File: src/rtl/ast_field_arbiter.sv
// ---------------------------------------------------------------------------
// ast_field_arbiter
//
// Two-input Avalon-ST video arbiter. One source at a time owns the output for
// a whole field: an optional control packet (type 0xF) followed by a video
// packet (type 0x0). The owner is never switched mid-packet or mid-field.
// Source selection in IDLE follows `mode`: 0 = source 0 only, 1 = source 1
// only, 2 = round-robin per field, 3 = source 0 has priority.
//
// Data path is a zero-latency combinational mux of the granted source; the
// grant, state and counters are registered.
//
// Ports:
//   clock, reset            single clock, asynchronous active-low reset
//   mode[1:0]               arbitration mode, sampled only in IDLE
//   din0_* / din1_*         Avalon-ST sink ports (data/valid/sop/eop/ready)
//   dout_*                  Avalon-ST source port towards the video sink
//   active_src              currently or last granted source
//   busy                    grant held (state is not IDLE)
//   field_count0/1          completed fields forwarded per source (wrap)
//   err_count               discarded out-of-packet beats (saturates at 255)
//
// Build option:
//   AST_FIELD_ARBITER_DROP_IDLE_EN  when defined, sources that cannot be
//   served (not granted, or ineligible / not requesting in IDLE) see
//   ready = 1 and their beats are discarded so upstream FIFOs drain.
// ---------------------------------------------------------------------------
module ast_field_arbiter #(
  parameter int DATA_WIDTH = 8,
  parameter int CNT_WIDTH  = 16
) (
  input  logic                  clock,
  input  logic                  reset,
  input  logic [1:0]            mode,
  input  logic [DATA_WIDTH-1:0] din0_data,
  input  logic                  din0_valid,
  input  logic                  din0_startofpacket,
  input  logic                  din0_endofpacket,
  output logic                  din0_ready,
  input  logic [DATA_WIDTH-1:0] din1_data,
  input  logic                  din1_valid,
  input  logic                  din1_startofpacket,
  input  logic                  din1_endofpacket,
  output logic                  din1_ready,
  output logic [DATA_WIDTH-1:0] dout_data,
  output logic                  dout_valid,
  output logic                  dout_startofpacket,
  output logic                  dout_endofpacket,
  input  logic                  dout_ready,
  output logic                  active_src,
  output logic                  busy,
  output logic [CNT_WIDTH-1:0]  field_count0,
  output logic [CNT_WIDTH-1:0]  field_count1,
  output logic [7:0]            err_count
);

`ifdef AST_FIELD_ARBITER_DROP_IDLE_EN
  localparam logic DROP_EN = 1'b1;
`else
  localparam logic DROP_EN = 1'b0;
`endif

  typedef enum logic [2:0] {
    ST_IDLE         = 3'd0,
    ST_CTRL         = 3'd1,
    ST_WAIT_VIDEO   = 3'd2,
    ST_VIDEO        = 3'd3,
    ST_AUX          = 3'd4,
    ST_AUX_IN_FIELD = 3'd5
  } state_t;

  // Packet type nibble -> state that forwards that packet. Unknown types are
  // passed through as auxiliary packets, remembering whether a field is open.
  function automatic state_t type_to_state(input logic [3:0] pkt_type,
                                           input logic       in_field);
    state_t st;
    case (pkt_type)
      4'hF:    st = ST_CTRL;
      4'h0:    st = ST_VIDEO;
      default: st = in_field ? ST_AUX_IN_FIELD : ST_AUX;
    endcase
    return st;
  endfunction

  // Winner selection: returns {winner_exists, winner_source}.
  function automatic logic [1:0] arbitrate(input logic [1:0] arb_mode,
                                           input logic       req0,
                                           input logic       req1,
                                           input logic       ptr);
    logic [1:0] res;
    case (arb_mode)
      2'd0:    res = {req0, 1'b0};
      2'd1:    res = {req1, 1'b1};
      2'd2: begin
        if (req0 && req1) begin
          res = {1'b1, ptr};
        end else begin
          res = {req0 | req1, req1};
        end
      end
      2'd3:    res = {req0 | req1, ~req0};
      default: res = 2'b00;
    endcase
    return res;
  endfunction

  state_t                state_r;
  state_t                state_s;
  logic                  grant_r;
  logic                  grant_s;
  logic                  rr_ptr_r;
  logic [CNT_WIDTH-1:0]  field_count0_r;
  logic [CNT_WIDTH-1:0]  field_count1_r;
  logic [7:0]            err_count_r;

  logic                  req0_s;
  logic                  req1_s;
  logic                  elig0_s;
  logic                  elig1_s;
  logic [1:0]            arb_s;
  logic [3:0]            win_type_s;

  logic [DATA_WIDTH-1:0] g_data_s;
  logic                  g_valid_s;
  logic                  g_sop_s;
  logic                  g_eop_s;
  logic                  g_ready_s;
  logic                  fwd_s;
  logic                  err_inc_s;
  logic                  field_inc_s;

  // Requests, eligibility and the IDLE arbitration result.
  always_comb begin
    req0_s     = din0_valid & din0_startofpacket;
    req1_s     = din1_valid & din1_startofpacket;
    elig0_s    = (mode != 2'd1);
    elig1_s    = (mode != 2'd0);
    arb_s      = arbitrate(mode, req0_s, req1_s, rr_ptr_r);
    win_type_s = arb_s[0] ? din1_data[3:0] : din0_data[3:0];
  end

  // Mux of the currently granted source.
  always_comb begin
    if (grant_r) begin
      g_data_s  = din1_data;
      g_valid_s = din1_valid;
      g_sop_s   = din1_startofpacket;
      g_eop_s   = din1_endofpacket;
    end else begin
      g_data_s  = din0_data;
      g_valid_s = din0_valid;
      g_sop_s   = din0_startofpacket;
      g_eop_s   = din0_endofpacket;
    end
  end

  // Next-state logic and per-state handshake control.
  always_comb begin
    state_s     = state_r;
    grant_s     = grant_r;
    g_ready_s   = 1'b0;
    fwd_s       = 1'b0;
    err_inc_s   = 1'b0;
    field_inc_s = 1'b0;
    case (state_r)
      ST_IDLE: begin
        // The SOP beat is only inspected here; the next state forwards it.
        if (arb_s[1]) begin
          grant_s = arb_s[0];
          state_s = type_to_state(win_type_s, 1'b0);
        end else begin
          state_s = ST_IDLE;
        end
      end
      ST_CTRL, ST_AUX, ST_AUX_IN_FIELD, ST_VIDEO: begin
        fwd_s     = 1'b1;
        g_ready_s = dout_ready;
        if (g_valid_s && dout_ready && g_eop_s) begin
          case (state_r)
            ST_CTRL:         state_s = ST_WAIT_VIDEO;
            ST_AUX_IN_FIELD: state_s = ST_WAIT_VIDEO;
            ST_VIDEO: begin
              state_s     = ST_IDLE;
              field_inc_s = 1'b1;
            end
            default:         state_s = ST_IDLE;
          endcase
        end else begin
          state_s = state_r;
        end
      end
      ST_WAIT_VIDEO: begin
        if (g_valid_s) begin
          if (g_sop_s) begin
            // Peek only, like IDLE: the packet state forwards the SOP beat.
            state_s = type_to_state(g_data_s[3:0], 1'b1);
          end else begin
            // Stray beat between packets: swallow it and count it.
            g_ready_s = 1'b1;
            err_inc_s = 1'b1;
          end
        end else begin
          state_s = ST_WAIT_VIDEO;
        end
      end
      default: begin
        state_s = ST_IDLE;
      end
    endcase
  end

  // Output port drive: data path and per-source ready.
  always_comb begin
    if (fwd_s) begin
      dout_data          = g_data_s;
      dout_valid         = g_valid_s;
      dout_startofpacket = g_sop_s;
      dout_endofpacket   = g_eop_s;
    end else begin
      dout_data          = {DATA_WIDTH{1'b0}};
      dout_valid         = 1'b0;
      dout_startofpacket = 1'b0;
      dout_endofpacket   = 1'b0;
    end
    if (state_r == ST_IDLE) begin
      // An eligible requester is only ever accepted by being granted.
      din0_ready = DROP_EN & ~(elig0_s & req0_s);
      din1_ready = DROP_EN & ~(elig1_s & req1_s);
    end else if (grant_r) begin
      din0_ready = DROP_EN;
      din1_ready = g_ready_s;
    end else begin
      din0_ready = g_ready_s;
      din1_ready = DROP_EN;
    end
  end

  // State, grant, round-robin pointer and counters.
  always_ff @(posedge clock or negedge reset) begin
    if (!reset) begin
      state_r        <= ST_IDLE;
      grant_r        <= 1'b0;
      rr_ptr_r       <= 1'b0;
      field_count0_r <= {CNT_WIDTH{1'b0}};
      field_count1_r <= {CNT_WIDTH{1'b0}};
      err_count_r    <= 8'd0;
    end else begin
      state_r <= state_s;
      grant_r <= grant_s;
      if (field_inc_s) begin
        rr_ptr_r <= ~grant_r;
        if (grant_r) begin
          field_count1_r <= field_count1_r + {{(CNT_WIDTH-1){1'b0}}, 1'b1};
        end else begin
          field_count0_r <= field_count0_r + {{(CNT_WIDTH-1){1'b0}}, 1'b1};
        end
      end
      if (err_inc_s && (err_count_r != 8'd255)) begin
        err_count_r <= err_count_r + 8'd1;
      end
    end
  end

  assign active_src   = grant_r;
  assign busy         = (state_r != ST_IDLE);
  assign field_count0 = field_count0_r;
  assign field_count1 = field_count1_r;
  assign err_count    = err_count_r;

endmodule

File: config.mk
export PLATFORM = sky130hd
export DESIGN_NAME = ast_field_arbiter
export DESIGN_NICKNAME = d
export VERILOG_FILES = /design/src/rtl/ast_field_arbiter.sv
export SDC_FILE = /design/constraint.sdc
export NUM_CORES = 1
export LEC_CHECK = 0
export ABC_AREA = 0
export BUFFER_PORTS_ARGS = -buffer_cell sky130_fd_sc_hd__buf_2
export CAP_MARGIN = 20
export CORE_MARGIN = 1.5
export CORE_UTILIZATION = 45
export CTS_BUF_LIST = sky130_fd_sc_hd__clkbuf_4
export DETAILED_ROUTE_END_ITERATION = 6
export GPL_TIMING_DRIVEN = 0
export PLACE_DENSITY = 0.85
export SLEW_MARGIN = 15
export SYNTH_ARGS = -nofsm -noshare
export SYNTH_HDL_FRONTEND = slang
export SYNTH_SLANG_ARGS = --single-unit
File: constraint.sdc
create_clock -name clock -period 1.7 [get_ports clock]
set_clock_uncertainty 0.05 [all_clocks]
set_input_delay 0.17 -clock clock [delete_from_list [all_inputs] [get_ports clock]]
set_output_delay 0.17 -clock clock [all_outputs]
set_load 0.1 [all_outputs]
== After elaboration in Yosys (flattened, before gate mapping) ==
Index checks and enable logic that the tools add are counted.
Cells by class
  div/mod/pow operators: 0
  multiplexer cells: 31
  reduce and logical (&&, ||, !) cells: 15
  equal/unequal tests: 13
  multipliers: 0
  magnitude comparators: 0
  add/sub/neg operators: 3
  bitwise logic cells: 5
  shift-type cells: 0
Operators by type and width (number)
  16-bit by 1-bit adder with 16-bit output (second input constant): 2
  1-bit two-way mux: 17
  8-bit two-way mux: 2
  3-bit two-way mux: 4
  3-bit one-hot mux with 2 select lines: 2
  3-bit one-hot mux with 3 select lines: 1
  8-bit by 1-bit adder with 8-bit output (second input constant): 1
  4-bit equality test (second input constant): 2
  4-bit zero test: 2
  8-bit inequality test (second input constant): 1
  2-bit one-hot mux with 4 select lines: 1
  2-bit AND reduction: 4
  3-bit by 2-bit equality test with 1-bit output (second input constant): 2
  3-bit equality test (second input constant): 2
  2-bit equality test (second input constant): 2
  1-bit logical AND: 4
  2-bit two-way mux: 2
  4-bit two-way mux: 1
  4-bit OR reduction: 1
  3-bit by 1-bit equality test with 1-bit output (second input constant): 1
  3-bit zero test: 1
  3-bit inequality test (second input constant): 1
  3-bit nonzero test: 1
  1-bit bitwise AND: 2
  other kinds (7): 8
Storage, ports and cells
  logic and storage cells: 73
  memory bits (writable): 0
  input bits: 27
  register bits: 45
  memory bits (read-only): 0
  output and inout bits: 55
  memories kept: 0
  latch bits: 0

== Longest topological paths before layout ==
  depth after elaboration: 9
  depth in mapped cells: 7
  mapped depth without buffers: 5

== Worst setup path before layout ==
OpenSTA, ideal clock, no wires.
  path type: register -> output
  from: register grant_r (netlist: active_src)
  to: output port dout_data[0]
  path buffers: 2
  slack: -1.528 ns
  arrival: 3.008 ns
  data required time: 1.480 ns
  cell stages (with the launch flop): 5
  cells stage by stage: dfrtp_1 > buf_6 > clkbuf_1 > mux2i_1 > nor2_1
Between the ends
  cells in the longest elaborated chain, start to end: 2
RTL lines
  from (decl): RTL line 109  | logic grant_r;
  from (signal assigned): RTL line 249  | grant_r <= grant_s;
  8-bit two-way mux: RTL line 144  | if (grant_r) begin
  8-bit two-way mux: RTL line 214  | if (fwd_s) begin
  to (decl): RTL line 45  | output logic [DATA_WIDTH-1:0] dout_data,
No other way between the ends.

== Final worst setup path ==
  from: register state_r[1]
  to: output port din0_ready
Between the ends
  cells in the longest elaborated chain, start to end: 5
  elaborated cells between the ends (all ways): 10
  those cells by class: 5 x eq/ne; 3 x mux; 2 x reduce/logical
RTL lines
  from (decl): RTL line 107  | state_t state_r;
  from (signal assigned): RTL line 248  | state_r <= state_s;
  3-bit by 1-bit equality test with 1-bit output (tied with other cells): RTL line 165  | case (state_r)
  4-bit OR reduction: RTL line 165
  1-bit one-hot mux with 2 select lines: RTL line 165
  1-bit two-way mux: RTL line 229  | end else if (grant_r) begin
  1-bit two-way mux (*): RTL line 225  | if (state_r == ST_IDLE) begin
  to (decl): RTL line 39  | output logic din0_ready,
Every way passes the cells marked *; elsewhere a longest branch is shown, timed or not.

==> flow_summary.json <==
{
  "rrSetupSlack_ns": -0.24,
  "final_core_util": 0.754,
  "initial_core_util": 0.473,
  "die_x_um": 76.7,
  "final_hold_viol_count": 0,
  "dieArea_mm2": 0.00589,
  "p_per_area_mw_per_mm2": 1590,
  "nets": 376,
  "h-tree-depth": 2,
  "comb_power_share": 0.695,
  "crit_chain": "and2b_2, a21oi_4, buf_12, o22a_1, nor2_4, buf_12",
  "p_sw_mw": 3.22,
  "clock_latency_ns": 0.35,
  "via_per_inst": 5.47,
  "antenna_found_initial": 0,
  "grt_max_degree": 46,
  "slew_headroom": 0.672,
  "postSynthAreaPerCell_um2": 10.9,
  "fin_setup_tns_ns": -8.05,
  "setup_violations": 56,
  "end_kind": "output port",
  "most-common-layout-cells": "buf_2, xnor2_1, dfrtp_1, dfrtp_2, nand4_1",
  "synth_seq_area_share": 0.460,
  "post-route-period-util": 1.20,
  "status": "finished with violations",
  "ys_dominant_reg_cell": "dfrtp_1",
  "power.total_mw": 6.20,
  "dp.cells": 375,
  "synthesis.area_mm2": 0.00245,
  "tightest_slew_ns": 0.495,
  "swShare": 0.518,
  "drv_slew": 0,
  "portBuffers": 81,
  "diodes": 0,
  "slowest_delay_ns": 0.47,
  "first_pass_iters": 4,
  "yosysWarningCount": 0,
  "vias": 2281,
  "grt_pass1_vias": 2238,
  "drc_errors": 0,
  "core_mm2": 0.00517,
  "numCtsBuffers": 5,
  "grt_pass1_wl_um": 11000,
  "p_leak_nw": 1.90,
  "ir_drop_uv": 1220,
  "num_rows": 26,
  "stdcell_count": 417,
  "path_clk_slew_ns": 0.13,
  "track_usage": 0.234,
  "arrival_ns": 1.82,
  "synth_cells": 224,
  "synthArstFlopShare": 1.00,
  "violations": "negative setup slack",
  "hpwl_um": 3910,
  "cts_tree": "done",
  "routed_wl_um": 7370,
  "final_common_cell": "buf_2",
  "seqPwrFrac": 0.223,
  "startpoint_type": "flip-flop",
  "finish.instance_area_mm2": 0.00390,
  "r2r-end": "field_count0[10]$_DFFE_PN0P_",
  "crit_top_cell": "buf_12",
  "cts_root_buf": "clkbuf_4",
  "rsz0062_at_grt": "true",
  "numClockSinks": 45,
  "rr_startpoint": "active_src$_DFFE_PN0P_",
  "syn_nets": 254,
  "overflow": 0,
  "min_path_type": "primary input to async pin",
  "clock_path_buffers": 2,
  "cp_max_fo": 6,
  "die_h_um": 76.7,
  "setup_ws_ns": -0.344,
  "synth_edf_count": 0,
  "crit_path_top_delay_cell": "dfrtp_2",
  "io_pins": 82,
  "gp_congestion": 0.771,
  "postRouteAntennaNets": 0,
  "placed_cell_area_mm2": 0.00310,
  "synth_seq_cells": 45,
  "holdWs_ns": 0.158,
  "drive_gt1_frac": 0.582,
  "internal_power_mw": 2.99,
  "fmax_mhz": 489,
  "cap_violations": 0,
  "ff2ff_path_depth": 6,
  "synth_cell_types": 38,
  "worstPathRequired_ns": 1.48,
  "fin_crit_ns": 2.04,
  "worstSetupPathType": "flip-flop to output port",
  "place_ws_ns": -0.362,
  "clock_power_share": 0.082,
  "area_growth_pct": 59.4,
  "post_drt_wl_per_cell_um": 17.7,
  "drt-initial-drc-count": 114
}
layout make-up:
class,count,area (µm²)
repair buffers,117,983
fillers,310,1270
multi-input cells,170,1560
well taps,70,87.6
inverters,5,22.5
clock buffers,6,45.0
flip-flops and latches,45,1150
plain buffers,2,38.8
clock inverters,2,10.0
worst max path at each step:
stage | start | endpoint
floorplan | active_src$_DFFE_PN0P_ | field_count0[15]$_DFFE_PN0P_
global placement | active_src$_DFFE_PN0P_ | field_count0[10]$_DFFE_PN0P_
detailed placement | state_r[1]$_DFFE_PN0P_ | dout_data[2]
CTS | state_r[1]$_DFFE_PN0P_ | dout_endofpacket
global route | state_r[1]$_DFFE_PN0P_ | din0_ready
finish | state_r[1]$_DFFE_PN0P_ | din0_ready
repair_timing:
item,CTS,global route
hold buffers,1,0
pin swaps,21,19
resized for setup,97,23
hold endpoints to repair,45,0
endpoints found under the setup margin,50,56
gates cloned,1,0
buffers inserted,19,16
flip-flops by register name, summed over array words and instances, names as in the netlist:
| name | cells |
|---|---|
| state_r | 3 |
| active_src | 1 |
| rr_ptr_r | 1 |
| field_count1 | 16 |
| field_count0 | 16 |
| err_count | 8 |
metal layers:
metal  share of wire  global-route usage
met3           0.050              0.0357
met2            0.51               0.411
met4           0.031              0.0944
met5               0                   0
met1            0.41               0.287
cells by family after synthesis:
family,count (synthesis),synth area share
AOI/OAI and AO/OA,15,0.0537
xor gates and xnor gates,37,0.132
buffers and inverters,9,0.0184
DFF,45,0.460
muxes,18,0.0767
adders and majority gates,3,0.0153
and+or+nand+nor,97,0.243
critical path, delay by kind of cell, from the launching register on:
kind,cells,cell delay (ns)
flip-flops,1,0.47
AND/OR/NAND/NOR,2,0.39
AO/OA/AOI/OAI,2,0.27
buffers and inverters,2,0.32
power groups by stage:
| stage | Combinational, mW | Clock (mW) | Sequential, mW |
|---|---|---|---|
| 2_1_floorplan | 2.14 | 0 | 1.77 |
| 3_3_place_gp | 2.94 | 0 | 1.36 |
| 3_5_place_dp | 2.97 | 0 | 1.36 |
| 4_1_cts | 3.91 | 0.518 | 1.38 |
| 5_1_grt | 4.45 | 0.572 | 1.40 |
| 6_report | 4.31 | 0.507 | 1.38 |
cell usage after synthesis (3+ instances only):
master | n | area (µm²)
xor2_1 | 5 | 43.8
mux2i_1 | 12 | 120
ha_1 | 3 | 37.5
nand2_1 | 21 | 78.8
nand3_1 | 11 | 55.1
o21ai_0 | 3 | 15.0
nor2b_1 | 3 | 18.8
and3_1 | 9 | 56.3
and2_1 | 3 | 18.8
inv_1 | 5 | 18.8
dfrtp_1 | 45 | 1130
nor2_1 | 17 | 63.8
mux2_2 | 6 | 67.6
nand4_1 | 18 | 113
xnor2_1 | 32 | 280
Note: power is estimated with default switching activity, not from simulation.
